[src/rtl/forth_loader.sv]
// Boot loader: framed byte stream in, little-endian words out to imem.
// Holds the core in reset until a checksum-valid image has landed.
module forth_loader #(
  parameter int WIDTH  = 16,
  parameter int ADDR_W = 8
) (
  input  logic              clk,
  input  logic              reset,
  input  logic [7:0]        rx_data,
  input  logic              rx_valid,
  output logic              rx_ready,
  output logic              imem_we,
  output logic [ADDR_W-1:0] imem_addr,
  output logic [WIDTH-1:0]  imem_wd,
  output logic              core_reset,
  output logic              done,
  output logic              error
);

  localparam int BYTES = (WIDTH + 7) / 8;
  localparam int BW    = BYTES * 8;
  localparam int BC_W  = (BYTES > 1) ? $clog2(BYTES) : 1;
  localparam int WC_W  = ADDR_W + 1;

  localparam logic [7:0]  MAGIC = 8'hA5;
  localparam logic [31:0] CAP   = 32'd1 << ADDR_W;

  typedef enum logic [2:0] {
    S_IDLE,
    S_LEN_LO,
    S_LEN_HI,
    S_DATA,
    S_CSUM,
    S_DONE,
    S_ERR
  } state_t;

  state_t state;
  state_t state_nx;

  logic [15:0]     len;
  logic [7:0]      sum;
  logic [BC_W-1:0] byte_cnt;
  logic [WC_W-1:0] word_cnt;
  logic [BW-1:0]   word_buf;

  logic            take;
  logic            is_magic;
  logic [15:0]     n_in;
  logic [7:0]      sum_nx;
  logic            last_byte;
  logic            last_word;
  logic [BW-1:0]   asm_word;

  // Handshake and per-byte decode helpers
  always_comb begin
    rx_ready  = !reset && (state != S_DONE);
    take      = rx_valid && rx_ready;
    is_magic  = (rx_data == MAGIC);
    n_in      = {rx_data, len[7:0]};
    sum_nx    = sum + rx_data;
    last_byte = (byte_cnt == BC_W'(BYTES - 1));
    last_word = ({{(32-WC_W){1'b0}}, word_cnt} + 32'd1)
                == {16'd0, len};
  end

  // Merge the incoming byte into its lane of the word being assembled
  always_comb begin
    asm_word = word_buf;
    for (int i = 0; i < BYTES; i++) begin
      if (BC_W'(i) == byte_cnt) begin
        asm_word[8*i +: 8] = rx_data;
      end
    end
  end

  // Next-state decode; the FSM only moves on an accepted byte
  always_comb begin
    state_nx = state;
    if (take) begin
      unique case (state)
        S_IDLE: begin
          if (is_magic) state_nx = S_LEN_LO;
        end
        S_LEN_LO: begin
          state_nx = S_LEN_HI;
        end
        S_LEN_HI: begin
          if ({16'd0, n_in} > CAP) begin
            state_nx = S_ERR;
          end else if (n_in == 16'd0) begin
            state_nx = S_CSUM;
          end else begin
            state_nx = S_DATA;
          end
        end
        S_DATA: begin
          if (last_byte && last_word) begin
            state_nx = S_CSUM;
          end
        end
        S_CSUM: begin
          state_nx = (rx_data == sum) ? S_DONE : S_ERR;
        end
        S_DONE: begin
          state_nx = S_DONE;
        end
        S_ERR: begin
          if (is_magic) state_nx = S_LEN_LO;
        end
        default: begin
          state_nx = S_IDLE;
        end
      endcase
    end
  end

  // State register
  always_ff @(posedge clk) begin
    if (reset) begin
      state <= S_IDLE;
    end else begin
      state <= state_nx;
    end
  end

  // Status outputs follow the state being entered so they line up with it
  always_ff @(posedge clk) begin
    if (reset) begin
      core_reset <= 1'b1;
      done       <= 1'b0;
      error      <= 1'b0;
    end else begin
      core_reset <= (state_nx != S_DONE);
      done       <= (state_nx == S_DONE);
      error      <= (state_nx == S_ERR);
    end
  end

  // Length capture, checksum, word assembly and imem writes
  always_ff @(posedge clk) begin
    if (reset) begin
      len       <= '0;
      sum       <= '0;
      byte_cnt  <= '0;
      word_cnt  <= '0;
      word_buf  <= '0;
      imem_we   <= 1'b0;
      imem_addr <= '0;
      imem_wd   <= '0;
    end else begin
      imem_we <= 1'b0;
      if (take) begin
        unique case (state)
          S_IDLE, S_ERR: begin
            if (is_magic) begin
              len      <= '0;
              sum      <= '0;
              byte_cnt <= '0;
              word_cnt <= '0;
              word_buf <= '0;
            end
          end
          S_LEN_LO: begin
            len[7:0] <= rx_data;
            sum      <= sum_nx;
          end
          S_LEN_HI: begin
            len[15:8] <= rx_data;
            sum       <= sum_nx;
          end
          S_DATA: begin
            sum      <= sum_nx;
            word_buf <= asm_word;
            if (last_byte) begin
              byte_cnt  <= '0;
              word_cnt  <= word_cnt + 1'b1;
              imem_we   <= 1'b1;
              imem_addr <= word_cnt[ADDR_W-1:0];
              imem_wd   <= asm_word[WIDTH-1:0];
            end else begin
              byte_cnt <= byte_cnt + 1'b1;
            end
          end
          default: begin
          end
        endcase
      end
    end
  end

endmodule

[config.mk]
export PLATFORM = sky130hd
export DESIGN_NAME = forth_loader
export DESIGN_NICKNAME = d
export VERILOG_FILES = /design/src/rtl/forth_loader.sv
export SDC_FILE = /design/constraint.sdc
export NUM_CORES = 1
export LEC_CHECK = 0
export CORE_MARGIN = 2
export CORE_UTILIZATION = 55
export CTS_BUF_LIST = sky130_fd_sc_hd__clkbuf_16
export CTS_CLUSTER_DIAMETER = 50
export DETAILED_ROUTE_END_ITERATION = 6
export PLACE_DENSITY = 0.78
export SYNTH_ARGS = -nofsm -noshare
export SYNTH_HDL_FRONTEND = slang
export SYNTH_SLANG_ARGS = --single-unit
[constraint.sdc]
create_clock -name clk -period 2.6 [get_ports clk]
set_input_delay 0.39 -clock clk [delete_from_list [all_inputs] [get_ports clk]]
set_output_delay 0.39 -clock clk [all_outputs]
set_load 0.05 [all_outputs]
==> impl_metrics.py <==
metrics = {
    "outcome": {
        "status": "completed",
    },
    "worst_setup_path": {
        "startpoint": "rx_data[6]",
        "worst_ep_arrival_time_ns": 2.15,
        "crit_slowest_cell": "or4_4",
        "reg2reg_setup_slack_ns": 0.17,
        "cp_cell_sequence": "dlygate4sd2_1 > or4_4 > nor3_4 > mux2i_1 > o22ai_1 > a21oi_1 > buf_4",
        "reg2reg_to": "done",
        "path_class": "primary input to primary output",
        "cp.required_ns": 2.21,
        "end_kind": "primary output",
        "ff2ff_path_depth": 8,
        "crit_path_start_kind": "primary input",
        "slowest_delay_ns": 0.56,
        "cp_max_fo": 4,
        "r2r_start": "word_cnt[0]",
    },
    "clock_tree": {
        "clk_latency_ns": 0.33,
        "cts_tree": "yes",
        "cts_made_buffers": 9,
        "clockBufferDepth": 2,
        "cts_htree_levels": 3,
        "numClockSinks": 73,
        "path_clk_slew_ns": 0.05,
        "ctsRootBufferMaster": "clkbuf_16",
        "cts_hold_buffers": 0,
    },
    "place": {
        "dp_slack_ns": -0.207,
        "dp_hpwl_um": 5810,
        "place_congestion": 0.898,
        "port_buffers": 39,
        "dp.cells": 553,
    },
    "cells_and_area": {
        "multi_input_area_mm2": 0.00193,
        "area_growth_pct": 28.9,
        "fillers": 490,
        "drive_above_1_share": 0.145,
        "final_nets": 513,
        "regArea_mm2": 0.00146,
        "layoutNonFillerInstCount": 574,
        "fin_util": 0.722,
        "diodes": 0,
    },
    "hold_path": {
        "hold_path.class": "flip-flop to flip-flop",
        "whs_endpoint": "imem_addr[1]",
        "whs_path_depth": 2,
        "hp-start": "imem_addr[1]",
    },
    "yosys": {
        "yosys.area.top_type_share": 0.418,
        "yosysWarnings": 0,
        "syn_inst": 430,
        "ys_seq_area_frac": 0.418,
        "syn_area_mm2": 0.00349,
        "ys.flop_type": "dfxtp_1",
        "synth_edf_count": 0,
        "synth_cell_types": 54,
        "synth_top_cells_by_area": "dfxtp_1 (42%), nand2_1 (8.7%), a21oi_1 (8.2%), nand3_1 (3.4%), ha_1 (2.9%)",
        "syn_avg_cell_area_um2": 8.12,
        "async_flop_share": 0,
        "ys_ff_latch": 73,
        "syn_nets": 450,
        "yosysTopAreaCell": "dfxtp_1",
    },
    "global_routing": {
        "antenna_found_initial": 0,
        "track_usage": 0.245,
        "grt_max_degree": 58,
        "grt_pass1_wl_um": 14000,
        "first_global_vias": 3020,
        "gr-total-overflow": 0,
    },
    "floorplan": {
        "die_area_mm2": 0.00700,
        "start_util": 0.560,
        "io_pins": 40,
        "die_y_um": 83.7,
        "core_mm2": 0.00624,
        "die_w_um": 83.7,
        "num_rows": 29,
    },
    "timing": {
        "worst_slew_pin_slew_ns": 0.594,
        "max_freq_mhz": 394,
        "relSlewSlack": 0.604,
        "final_hold_viol_count": 0,
        "period_minus_slack_ns": 2.54,
        "clock_skew_ns": 0.00535,
        "setup_viol_count_final": 0,
        "setup_ws_ns": 0.0590,
        "min_period_over_period": 0.977,
        "slew_viol_final": 0,
    },
    "routing": {
        "first_pass_iters": 4,
        "drc": 0,
        "routed_wirelength_um": 8510,
        "final_antenna_net_count": 0,
        "wl_per_cell_um": 14.8,
        "first_iter_violations": 235,
        "vias": 3312,
        "via_per_inst": 5.77,
    },
    "job": {
        "cap_violations": 0,
    },
    "pwr": {
        "p_leak_nw": 1.67,
        "power_density_mw_per_mm2": 551,
        "ir_drop_mv": 0.482,
        "p_total_w": 0.00248,
    },
}
-- layout by cell type (no fill, tap or decap), types with 3 or more instances in the layout --
cell type	n
o21ai_0	4
buf_6	3
xor2_1	6
mux2i_1	7
xnor2_1	11
and3_1	4
nand3_1	24
nor3_1	8
a21o_1	3
clkdlybuf4s50_1	31
nor2_1	24
ha_4	3
nor4_1	7
nand4_1	4
a21oi_1	57
nor2b_1	7
o21ai_1	10
dfxtp_1	72
nand2b_1	4
dlygate4sd2_1	4
a22o_1	10
buf_4	37
a311oi_1	3
nor4b_1	3
ha_1	4
clkbuf_16	9
nand2_1	81
inv_1	10
-- cell usage after synthesis, drive strengths merged, types with 3 or more instances --
cell type	number
a21o	3
a21oi	58
a22o	10
a311oi	3
and3	4
buf	10
clkbuf	16
dfxtp	73
ha	8
inv	10
mux2i	7
nand2	82
nand2b	4
nand3	24
nand4	5
nor2	25
nor2b	7
nor3	9
nor4	9
nor4b	3
o21ai	14
or4	3
xnor2	11
xor2	6
-- worst max-delay path, delay by kind of cell --
| kind | cells | cell delay, ns |
|---|---|---|
| buffers and inverters | 2 | 0.53 |
| muxes | 1 | 0.10 |
| AOI/OAI and AO/OA | 2 | 0.35 |
| and+or+nand+nor | 2 | 0.78 |
-- flip-flops by register name, indices dropped and copies added (netlist names), 3 cells and up --
name	flops
state	3
imem_addr	8
imem_wd	16
len	16
sum	8
word_cnt	9
word_buf	8
-- worst max-delay path by stage --
stage	to	slack, ns	cells after the start
floorplan	rx_ready	0.24	6
global placement	rx_ready	-0.18	7
detailed placement	rx_ready	-0.21	7
CTS	rx_ready	0.01	8
global route	rx_ready	-0.04	8
finish	rx_ready	0.06	7
-- logic make-up (layout without fill, tap and decap cells) --
group           after synthesis  in the layout  synth area share
simple gates                182            182             0.253
compound gates              105            105             0.186
mux                           7              7            0.0201
xor+xnor                     17             17            0.0426
buf+inv                      37            104            0.0455
fa+ha+maj                     9              9            0.0344
flops                        73             73             0.418
-- metal layers --
| metal | up-vias | GRT usage | routed length [um] |
|---|---|---|---|
| met2 | 99 | 0.396 | 4120 |
| met1 | 1560 | 0.317 | 3760 |
| met3 | 16 | 0.0425 | 449 |
| met4 | 0 | 0.122 | 187 |
| met5 | - | 0 | 0 |
| li1 | 1637 | - | - |
-- cell type report --
type | count | share of cell area
Clock buffer | 9 | 0.0500
Multi-Input combinational cell | 320 | 0.429
Timing Repair Buffer | 78 | 0.153
Clock inverter | 6 | 0.0133
Inverter | 11 | 0.00917
Tap cell | 77 | 0.0214
Sequential cell | 73 | 0.325
-- through the flow --
| stage | setup TNS [ns] | hold slack [ns] | area [um2] |
|---|---|---|---|
| detailed placement | -5.51 | 0.445 | 4100 |
| CTS | 0 | 0.453 | 4440 |
| global route | -0.0416 | 0.469 | 4500 |
| finish | 0 | 0.449 | 4500 |
| global placement | -4.12 | 0.443 | 4100 |
| floorplan | 0 | 0.432 | 3490 |
-- what timing repair did --
item                                    in CTS  in global routing
resized for setup                            8                  9
endpoints found under the setup margin       1                  4
pin swaps                                    6                  6
setup buffers                                3                  3
-- report_power, final --
group | internal [W] | total, W | switching [W] | leakage [nW]
clock | 0.000731 | 0.00119 | 0.000457 | 0.139
combinational | 0.0000651 | 0.000157 | 0.0000922 | 0.943
sequential | 0.00112 | 0.00113 | 0.00000899 | 0.589
Power figures use the tool's default switching activity.
